### src/rtl/rf_wport_arbiter_if.sv
// Write-port bundle: pipeline write-back and long-latency unit requests in,
// regfile write and pending-register mask out.
interface rf_wport_arbiter_if;
   logic        pl_valid;
   logic        pl_ready;
   logic [3:0]  pl_we;
   logic [4:0]  pl_waddr;
   logic [31:0] pl_wdata;
   logic [31:0] pl_pc;
   logic        lu_valid;
   logic        lu_ready;
   logic [3:0]  lu_we;
   logic [4:0]  lu_waddr;
   logic [31:0] lu_wdata;
   logic [31:0] lu_pc;
   logic [31:0] pend_mask;
   logic [3:0]  rf_we;
   logic [4:0]  rf_waddr;
   logic [31:0] rf_wdata;
   logic [31:0] rf_pc;

   modport master (
      output pl_valid, pl_we, pl_waddr, pl_wdata, pl_pc,
      output lu_valid, lu_we, lu_waddr, lu_wdata, lu_pc,
      input  pl_ready, lu_ready, pend_mask,
      input  rf_we, rf_waddr, rf_wdata, rf_pc
   );

   modport slave (
      input  pl_valid, pl_we, pl_waddr, pl_wdata, pl_pc,
      input  lu_valid, lu_we, lu_waddr, lu_wdata, lu_pc,
      output pl_ready, lu_ready, pend_mask,
      output rf_we, rf_waddr, rf_wdata, rf_pc
   );
endinterface

### src/rtl/rf_wport_arbiter.sv
// GPR write-port arbiter: pipeline write-back has priority, queued long-latency
// results are forced through after MAX_WAIT bypassed cycles.
module rf_wport_arbiter #(
   parameter int DEPTH    = 2,
   parameter int MAX_WAIT = 4
) (
   input logic               clk,
   input logic               reset,
   rf_wport_arbiter_if.slave bus
);
   localparam int PW = (DEPTH > 1) ? $clog2(DEPTH) : 1;
   localparam int CW = $clog2(DEPTH + 1);
   localparam int WW = $clog2(MAX_WAIT) + 1;

   logic [3:0]    mem_we    [DEPTH];
   logic [4:0]    mem_waddr [DEPTH];
   logic [31:0]   mem_wdata [DEPTH];
   logic [31:0]   mem_pc    [DEPTH];

   logic [PW-1:0] rd_ptr;
   logic [PW-1:0] wr_ptr;
   logic [CW-1:0] count;
   logic [WW-1:0] wait_cnt;

   logic [3:0]    rf_we;
   logic [4:0]    rf_waddr;
   logic [31:0]   rf_wdata;
   logic [31:0]   rf_pc;
   logic [31:0]   pend_mask;

   logic          empty;
   logic          full;
   logic          force_lu;
   logic          push;
   logic          grant_lu;
   logic          grant_pl;

   assign empty    = (count == '0);
   assign full     = (count == CW'(DEPTH));
   assign force_lu = (wait_cnt >= WW'(MAX_WAIT));
   assign push     = bus.lu_valid && !full;
   assign grant_lu = !empty && (force_lu || !bus.pl_valid);
   assign grant_pl = bus.pl_valid && !(force_lu && !empty);

   assign bus.pl_ready  = grant_pl;
   assign bus.lu_ready  = !full;
   assign bus.pend_mask = pend_mask;
   assign bus.rf_we     = rf_we;
   assign bus.rf_waddr  = rf_waddr;
   assign bus.rf_wdata  = rf_wdata;
   assign bus.rf_pc     = rf_pc;

   // An entry is live when its distance from the read pointer is below count;
   // the head being popped this cycle still contributes until the next edge.
   always_comb begin
      logic [PW-1:0] off;
      pend_mask = '0;
      off       = '0;
      for (int i = 0; i < DEPTH; i++) begin
         off = PW'(i) - rd_ptr;
         if ((CW'(off) < count) && (mem_we[i] != 4'b0000) && (mem_waddr[i] != 5'd0))
            pend_mask = pend_mask | (32'd1 << mem_waddr[i]);
      end
   end

   always_ff @(posedge clk) begin
      if (push) begin
         mem_we[wr_ptr]    <= bus.lu_we;
         mem_waddr[wr_ptr] <= bus.lu_waddr;
         mem_wdata[wr_ptr] <= bus.lu_wdata;
         mem_pc[wr_ptr]    <= bus.lu_pc;
      end
   end

   always_ff @(posedge clk or posedge reset) begin
      if (reset) begin
         rd_ptr   <= '0;
         wr_ptr   <= '0;
         count    <= '0;
         wait_cnt <= '0;
         rf_we    <= 4'b0000;
         rf_waddr <= 5'd0;
         rf_wdata <= 32'd0;
         rf_pc    <= 32'd0;
      end else begin
         if (push)
            wr_ptr <= wr_ptr + 1'b1;
         if (grant_lu)
            rd_ptr <= rd_ptr + 1'b1;

         case ({push, grant_lu})
            2'b10:   count <= count + 1'b1;
            2'b01:   count <= count - 1'b1;
            default: count <= count;
         endcase

         if (empty || grant_lu)
            wait_cnt <= '0;
         else if (grant_pl && !force_lu)
            wait_cnt <= wait_cnt + 1'b1;

         // Writes to r0 still consume their slot but never reach the regfile.
         if (grant_lu) begin
            rf_we    <= (mem_waddr[rd_ptr] == 5'd0) ? 4'b0000 : mem_we[rd_ptr];
            rf_waddr <= mem_waddr[rd_ptr];
            rf_wdata <= mem_wdata[rd_ptr];
            rf_pc    <= mem_pc[rd_ptr];
         end else if (grant_pl) begin
            rf_we    <= (bus.pl_waddr == 5'd0) ? 4'b0000 : bus.pl_we;
            rf_waddr <= bus.pl_waddr;
            rf_wdata <= bus.pl_wdata;
            rf_pc    <= bus.pl_pc;
         end else begin
            rf_we    <= 4'b0000;
         end
      end
   end
endmodule

### src/flat_wrapper.sv
// flat-port wrapper written by rule: the top's interface ports become plain ports
module rf_wport_arbiter_flat 
#(
   parameter int DEPTH    = 2,
   parameter int MAX_WAIT = 4
)
  (clk, reset, bus_pl_valid, bus_pl_we, bus_pl_waddr, bus_pl_wdata, bus_pl_pc, bus_lu_valid, bus_lu_we, bus_lu_waddr, bus_lu_wdata, bus_lu_pc, bus_pl_ready, bus_lu_ready, bus_pend_mask, bus_rf_we, bus_rf_waddr, bus_rf_wdata, bus_rf_pc);
  rf_wport_arbiter_if bus_i ();
  input logic clk;
  input logic reset;
  input wire logic [$bits(bus_i.pl_valid)-1:0] bus_pl_valid;
  input wire logic [$bits(bus_i.pl_we)-1:0] bus_pl_we;
  input wire logic [$bits(bus_i.pl_waddr)-1:0] bus_pl_waddr;
  input wire logic [$bits(bus_i.pl_wdata)-1:0] bus_pl_wdata;
  input wire logic [$bits(bus_i.pl_pc)-1:0] bus_pl_pc;
  input wire logic [$bits(bus_i.lu_valid)-1:0] bus_lu_valid;
  input wire logic [$bits(bus_i.lu_we)-1:0] bus_lu_we;
  input wire logic [$bits(bus_i.lu_waddr)-1:0] bus_lu_waddr;
  input wire logic [$bits(bus_i.lu_wdata)-1:0] bus_lu_wdata;
  input wire logic [$bits(bus_i.lu_pc)-1:0] bus_lu_pc;
  output wire logic [$bits(bus_i.pl_ready)-1:0] bus_pl_ready;
  output wire logic [$bits(bus_i.lu_ready)-1:0] bus_lu_ready;
  output wire logic [$bits(bus_i.pend_mask)-1:0] bus_pend_mask;
  output wire logic [$bits(bus_i.rf_we)-1:0] bus_rf_we;
  output wire logic [$bits(bus_i.rf_waddr)-1:0] bus_rf_waddr;
  output wire logic [$bits(bus_i.rf_wdata)-1:0] bus_rf_wdata;
  output wire logic [$bits(bus_i.rf_pc)-1:0] bus_rf_pc;
  assign bus_i.pl_valid = bus_pl_valid;
  assign bus_i.pl_we = bus_pl_we;
  assign bus_i.pl_waddr = bus_pl_waddr;
  assign bus_i.pl_wdata = bus_pl_wdata;
  assign bus_i.pl_pc = bus_pl_pc;
  assign bus_i.lu_valid = bus_lu_valid;
  assign bus_i.lu_we = bus_lu_we;
  assign bus_i.lu_waddr = bus_lu_waddr;
  assign bus_i.lu_wdata = bus_lu_wdata;
  assign bus_i.lu_pc = bus_lu_pc;
  assign bus_pl_ready = bus_i.pl_ready;
  assign bus_lu_ready = bus_i.lu_ready;
  assign bus_pend_mask = bus_i.pend_mask;
  assign bus_rf_we = bus_i.rf_we;
  assign bus_rf_waddr = bus_i.rf_waddr;
  assign bus_rf_wdata = bus_i.rf_wdata;
  assign bus_rf_pc = bus_i.rf_pc;
  rf_wport_arbiter #(.DEPTH(DEPTH), .MAX_WAIT(MAX_WAIT)) u_core (.clk(clk), .reset(reset), .bus(bus_i));
endmodule
### config.mk
export PLATFORM = sky130hd
export DESIGN_NAME = rf_wport_arbiter_flat
export DESIGN_NICKNAME = d
export VERILOG_FILES = /design/src/rtl/rf_wport_arbiter_if.sv /design/src/rtl/rf_wport_arbiter.sv /design/src/flat_wrapper.sv
export SDC_FILE = /design/constraint.sdc
export NUM_CORES = 1
export LEC_CHECK = 0
export CAP_MARGIN = 20
export CELL_PAD_IN_SITES_DETAIL_PLACEMENT = 1
export CELL_PAD_IN_SITES_GLOBAL_PLACEMENT = 1
export CORE_ASPECT_RATIO = 1.1
export CORE_MARGIN = 5
export CORE_UTILIZATION = 38
export CTS_CLUSTER_DIAMETER = 200
export DETAILED_ROUTE_END_ITERATION = 10
export PLACE_DENSITY = 0.85
export RECOVER_POWER = 50
export SLEW_MARGIN = 10
export SYNTH_ARGS = -nofsm -noshare
export SYNTH_HDL_FRONTEND = slang
export SYNTH_SLANG_ARGS = --single-unit
### constraint.sdc
create_clock -name clk -period 4.7 [get_ports clk]
set_input_delay 0.94 -clock clk [delete_from_list [all_inputs] [get_ports clk]]
set_output_delay 0.94 -clock clk [all_outputs]
set_load 0.01 [all_outputs]
==> qor.csv, run 1 <==
metric;value;unit
post-route ant nets;0;
post-CTS sizing;0;
hold path startpoint;u_core.bus.rf_pc[15]$_DFFE_PP0P_;
Final Total Pwr;7.63;mW
PortBufs;255;
P_leak;4.80;nW
Post-Route Skew;0.0177;ns
Setup TNS;0;ns
startpoint types;register;
DIE AREA;28400;µm²
max-slew violation total from the final report;59;
failing checks;max-capacitance violations, max-slew violations;
final hold violation count;0;
Synth cell types;45;
hold_buf cts;0;
switch share;0.343;
unrepaired setup endpoints after global routing;false;
synthesized flop and latch total;226;
Seq/Total Area, Yosys;0.668;
Area Growth Syn to Fin;36.4;%
# rows;61;
Root Buffer;clkbuf_16;
largest net degree at the start of global routing;85;
power share of the clock group;0.234;
All-Layer GR Usage;0.196;
GRT overflow;0;
Clk Latency, worst-skew pair;0.52;ns
Final nets;1147;
setup ws final;0.937;ns
commonest non-fill, non-tap cell in the layout;clkdlybuf4s50_1;
number of global-route vias before repair;7953;
Vias/cell;5.34;
r2r endpoint;u_core.mem_pc[1][19]$_DFFE_PP_;
combinational share of power;0.353;
mapped cell area;9560;µm²
via count;7114;
Inserted Clock Buffers;25;
H-tree Lvls;1;
crit end category;primary output;
reg2reg setup slack;1.27;ns
Core Area;25000;µm²
Max Cap Viol;2;
CTS tree;built;
clock sinks;226;
period utilization;0.801;
register share of total power;0.413;
Boundary Pins;257;
Max rail drop VDD;0.306;mV
Max-slew headroom;-0.384;
PD cells;585;nW/µm²
Final setup viols;0;
initial antenna violation count;5;
drc violations;0;
ys flop type;edfxtp_1;
reg2reg start;u_core.count[0]$_DFFE_PP0P_;
status;complete, but fails checks;
routed len/inst;21.8;µm
Hold Crit Depth;2;
share of layout cells above drive strength 1;0.0632;
clock-pin slew on the worst setup and hold paths;0.06;ns
Initial DRC Count;412;
hold crit path type;reg2reg;
Synthesized Nets;905;
DP Worst Slack;1.17;ns
Pre-Repair DR Iteration Count;5;
Syn Area/Cell;12.7;µm²
Final Non-Filler Cells;1331;
Worst Path Class, Setup;reg2out;
dpl cells;1280;
HPWL Detailed;19300;µm
Pint;5.02;mW
Initial Util;0.382;
Crit path required time;3.76;ns
Yosys Warn Count;0;
Post-synth EDFFs;146;
final core utilization;0.521;
Psw;2.62;mW
Routability Congestion;0.774;
CTS max path bufs;3;
Worst Path Max Fanout;28;
arrival time worst endpoint;2.82;ns
first-pass GRT wire length;44200;µm
asr flop ratio synth;0.354;
setup bufs post-CTS;0;
Worst-Margin Slew;2.06;ns
Die Y;176;µm
Syn Inst Count;752;
Peak Freq;266;MHz
final WL;29000;µm
Die Width;161;µm
worst hold path endpoint;u_core.bus.rf_pc[15]$_DFFE_PP0P_;
most frequent cells in the layout;179 x clkdlybuf4s50_1, 146 x edfxtp_1, 85 x o21ai_1, 79 x dfrtp_1, 76 x dlygate4sd3_1;
Worst R2R Path Depth;3;
min Tclk post-route;3.76;ns
how the worst max path moves through the flow:
stage                     cells after the start                       endpoint                      start  slack, ns
after global placement                        4                   bus_pl_ready               bus_pl_valid       1.21
after CTS                                     5              bus_pend_mask[11]  u_core.rd_ptr$_DFFE_PP0N_       0.91
after detailed placement                      4                   bus_pl_ready               bus_pl_valid       1.17
after global routing                          5               bus_pend_mask[8]  u_core.rd_ptr$_DFFE_PP0N_       0.79
final                                         5              bus_pend_mask[11]  u_core.rd_ptr$_DFFE_PP0N_       0.94
after floorplan                               2  u_core.mem_pc[0][0]$_DFFE_PP_               bus_lu_valid       0.11
cells by family after synthesis:
kind of cell,Yosys count,synth area share
mux,73,0.0769
buf+inv,57,0.0361
compound gates,199,0.117
other cells,1,0.000392
xor+xnor,5,0.00458
fa+ha+maj,3,0.00393
flops,226,0.668
simple gates,188,0.0929
registers in the layout, indices dropped and copies added, names as in the netlist, 2 cells and up:
signal,count
u_core.mem_we,8
u_core.bus.rf_we,4
u_core.bus.rf_pc,32
u_core.wait_cnt,3
u_core.mem_waddr,10
u_core.mem_pc,64
u_core.count,2
u_core.bus.rf_wdata,32
u_core.mem_wdata,64
u_core.bus.rf_waddr,5
power by group through the flow:
| stage | registers [mW] | logic (mW) | clock network, mW |
|---|---|---|---|
| 3_5_place_dp | 3.18 | 2.73 | 0 |
| 6_report | 3.15 | 2.70 | 1.78 |
| 2_1_floorplan | 3.16 | 1.52 | 0 |
| 5_1_grt | 3.22 | 2.92 | 1.91 |
| 3_3_place_gp | 3.13 | 2.63 | 0 |
| 4_1_cts | 3.15 | 2.76 | 1.84 |
Yosys cell counts (2+ instances only):
cell | number | area share
nand4_1 | 2 | 0.0013
buf_6 | 9 | 0.011
nor2b_1 | 3 | 0.0020
nand3_1 | 51 | 0.027
buf_4 | 13 | 0.010
buf_2 | 12 | 0.0063
o22ai_1 | 28 | 0.018
edfxtp_1 | 146 | 0.46
xor2_1 | 2 | 0.0018
a22oi_1 | 22 | 0.017
o31ai_1 | 6 | 0.0047
o21ai_0 | 26 | 0.014
nor4_1 | 2 | 0.0013
xnor2_1 | 3 | 0.0027
nand2b_1 | 10 | 0.0065
and3_1 | 3 | 0.0020
a21oi_1 | 27 | 0.014
inv_1 | 3 | 0.0012
o21ai_1 | 85 | 0.044
ha_1 | 3 | 0.0039
nand2_1 | 60 | 0.024
clkbuf_1 | 18 | 0.0071
or2_1 | 3 | 0.0020
mux2i_1 | 69 | 0.072
or3_1 | 6 | 0.0039
dfrtp_1 | 80 | 0.21
nand4b_1 | 2 | 0.0018
mux2_2 | 4 | 0.0047
or2_2 | 2 | 0.0013
nor3_1 | 3 | 0.0016
nor2_1 | 35 | 0.014
through the flow:
step | hold WS (ns) | instance area [µm²]
3_3_place_gp | 0.464 | 12300
3_5_place_dp | 0.479 | 12300
6_report | 0.487 | 13100
2_1_floorplan | 0.443 | 9560
5_1_grt | 0.502 | 13100
4_1_cts | 0.493 | 13100
worst max-delay path, stage by stage, from the launching register on:
cell and delay (ns):
dfrtp_4 0.73, a21oi_2 0.13, or2_1 0.24, or3_1 0.43, o22ai_1 0.19, clkdlybuf4s50_1 0.58
routing by layer:
| layer | vias to the layer above | routed length [µm] | track usage |
|---|---|---|---|
| met3 | 61 | 1130 | 0.0261 |
| met1 | 3560 | 11200 | 0.224 |
| met5 | - | 25 | 0 |
| met4 | 4 | 810 | 0.0633 |
| li1 | 3284 | - | - |
| met2 | 205 | 15800 | 0.376 |
cell type report:
type	count	area [µm²]
fill	2591	12000
sequential	226	6390
multi-input combinational	469	2850
timing repair buffer	268	2660
clock buffer	37	691
tap	315	394
clock inverter	9	48.8
inverter	4	16.3
antenna	3	7.51
Note: power is estimated with default switching activity, not from simulation.
==> inputs of run 2 (changes only) <==
CORE_UTILIZATION = 35   (was 38)
PLACE_DENSITY = 0.83   (was 0.85)
clock period = 3.4 ns   (was 4.7 ns; I/O delays follow)
==> run 2 against run 1 <==
  * Via count fell by 0.38%
  * Setup slack lost 0.75 ns
  * Core utilization decreased by 2.9 points
  * The flow still finishes with violations (max-capacitance violations, max-slew violations)
  * Non-clock buffer count increased by 3
  * Hold slack lost 0.0061 ns
==> qor.csv, run 2 (synthesis results as in run 1) <==
metric;value;unit;change
uppermost routed layer;met5;;
failing checks;max-capacitance violations, max-slew violations;;
period utilization;0.946;;
Crit path required time;2.72;ns;-1.04 ns
HPWL Detailed;19300;µm;-0.18%
Max-slew headroom;-0.414;;-0.0298
Worst-Margin Slew;2.12;ns;+0.0537 ns
final core utilization;0.493;;-0.0285
Critical Path Start;u_core.mem_waddr[1][4]$_DFFE_PP_;;
Max Cap Viol;2;;unchanged
hold crit path type;reg2reg;;
Initial DRC Count;391;;-5.1%
power share of the clock group;0.256;;+0.022
routed len/inst;20.8;µm;-4.6%
share of layout cells above drive strength 1;0.0728;;+0.00966
Boundary Pins;257;;unchanged
H-tree Lvls;1;;unchanged
PD cells;817;nW/µm²;+40%
status;complete, but fails checks;;
largest net degree at the start of global routing;85;;unchanged
CTS max path bufs;3;;unchanged
Worst Path Class, Setup;reg2out;;
Initial Util;0.355;;-0.0273
Final Total Pwr;10.9;mW;+42%
Psw;3.61;mW;+38%
Max rail drop VDD;0.358;mV;+17%
final hold violation count;0;;unchanged
arrival time worst endpoint;2.54;ns;-0.28 ns
Pre-Repair DR Iteration Count;5;;unchanged
Vias/cell;5.14;;-3.8%
Worst Path Max Fanout;5;;-82%
Die Width;168;µm;+3.9%
Final nets;1150;;+0.26%
post-route ant nets;0;;unchanged
All-Layer GR Usage;0.179;;-0.0171
crit end category;primary output;;
DIE AREA;30700;µm²;+8.1%
reg2reg start;u_core.rd_ptr$_DFFE_PP0N_;;
Regs by FF count;u_core.mem_pc (64), u_core.mem_wdata (64);;
Die Y;183;µm;+4.0%
hold_buf cts;0;;unchanged
met3 wire length;1390;µm;+23%
Clk Latency, worst-skew pair;0.52;ns;about the same
P_leak;4.88;nW;+1.7%
combinational share of power;0.352;;about the same
hold path startpoint;u_core.bus.rf_pc[10]$_DFFE_PP0P_;;
Routed met1 length;11500;µm;+2.7%
# rows;63;;+3.3%
most frequent cells in the layout;180 x clkdlybuf4s50_1, 146 x edfxtp_1, 77 x dfrtp_1, 75 x dlygate4sd3_1, 69 x mux2i_1;;
commonest non-fill, non-tap cell in the layout;clkdlybuf4s50_1;;
Routability Congestion;0.811;;+4.7%
Post-Route Skew;0.0154;ns;-0.00228 ns
clock sinks;226;;unchanged
max-slew violation total from the final report;76;;+29%
Peak Freq;311;MHz;
setup ws final;0.183;ns;-0.754 ns
CTS tree;built;;
Root Buffer;clkbuf_16;;
switch share;0.332;;-0.0106
Pint;7.25;mW;+45%
min Tclk post-route;3.22;ns;
initial antenna violation count;10;;+5
GRT overflow;0;;unchanged
number of global-route vias before repair;7719;;-2.9%
unrepaired setup endpoints after global routing;false;;
PortBufs;255;;unchanged
Inserted Clock Buffers;25;;unchanged
via count;7087;;-0.38%
Core Area;27000;µm²;+7.7%
drc violations;0;;unchanged
metal2 WL;15000;µm;-4.9%
startpoint types;register;;
clock-pin slew on the worst setup and hold paths;0.06;ns;about the same
Setup TNS;0;ns;unchanged
register share of total power;0.391;;-0.022
Area Growth Syn to Fin;38.9;%;
DP Worst Slack;0.520;ns;-0.647 ns
final WL;28600;µm;-1.2%
first-pass GRT wire length;43900;µm;-0.53%
Final setup viols;0;;unchanged
## run 2: cell count changes in the layout (fill, tap and decap cells not counted), moves of 2 or more
cell,change
clkinv_2,+2
dfrtp_1,-2
o21ai_0,+18
clkbuf_1,-6
diode_2,+3
o21ai_1,-18
clkbuf_2,-2
buf_12,+3
bufinv_16,+4
dfrtp_2,+2
## run 2: what timing repair did
action / in CTS / in global routing
setup buffers: 0 / 0
setup endpoints to repair: 0 / 2
gates resized for setup: 0 / 2
## run 2: worst paths after layout
| check | slack (ns) | to | cells after the start |
|---|---|---|---|
| min | 0.48 | u_core.bus.rf_pc[10]$_DFFE_PP0P_ | 2 |
| min reg2reg | 0.48 | u_core.bus.rf_pc[10]$_DFFE_PP0P_ | 2 |
| min in group asynchronous | 1.33 | u_core.bus.rf_pc[29]$_DFFE_PP0P_ | 2 |
| max | 0.18 | bus_pend_mask[9] | 4 |
| max reg2reg | 0.65 | u_core.bus.rf_we[0]$_DFF_PP0_ | 6 |
| max in group asynchronous | 0.57 | u_core.rd_ptr$_DFFE_PP0N_ | 2 |
## run 2: critical path, stage by stage, from the launching register on
cell	delay (ns)
edfxtp_1	0.45
or2_1	0.33
nor4_1	0.42
a32o_1	0.27
clkdlybuf4s50_1	0.56
## run 2: power by group through the flow
stage / combinational [mW] / sequential [mW] / clock (mW)
3_3_place_gp: 3.78 / 4.24 / 0
4_1_cts: 3.94 / 4.25 / 2.85
5_1_grt: 4.15 / 4.34 / 2.98
3_5_place_dp: 3.90 / 4.28 / 0
6_report: 3.83 / 4.25 / 2.78
2_1_floorplan: 2.10 / 4.36 / 0
## run 2: through the flow
step           area (µm²)  cells  hold slack [ns]
2_1_floorplan        9570    752            0.443
3_3_place_gp        12400   1327            0.463
3_5_place_dp        12400   1327            0.475
4_1_cts             13300   1373            0.488
5_1_grt             13300   1379            0.509
6_report            13300   1379            0.481
## run 2: area by class of cell
type                       count  area (µm²)
antenna                        6        15.0
clock buffer                  30         664
clock inverter                16         186
fill                        2821       13700
inverter                       4        15.0
multi-input combinational    469        2850
sequential                   226        6390
tap                          357         447
timing repair buffer         271        2720
## run 2: routing by layer
metal,up-vias,track usage
met3,53,0.0304
met5,-,0
met1,3513,0.213
met2,212,0.330
met4,8,0.0545
li1,3301,-
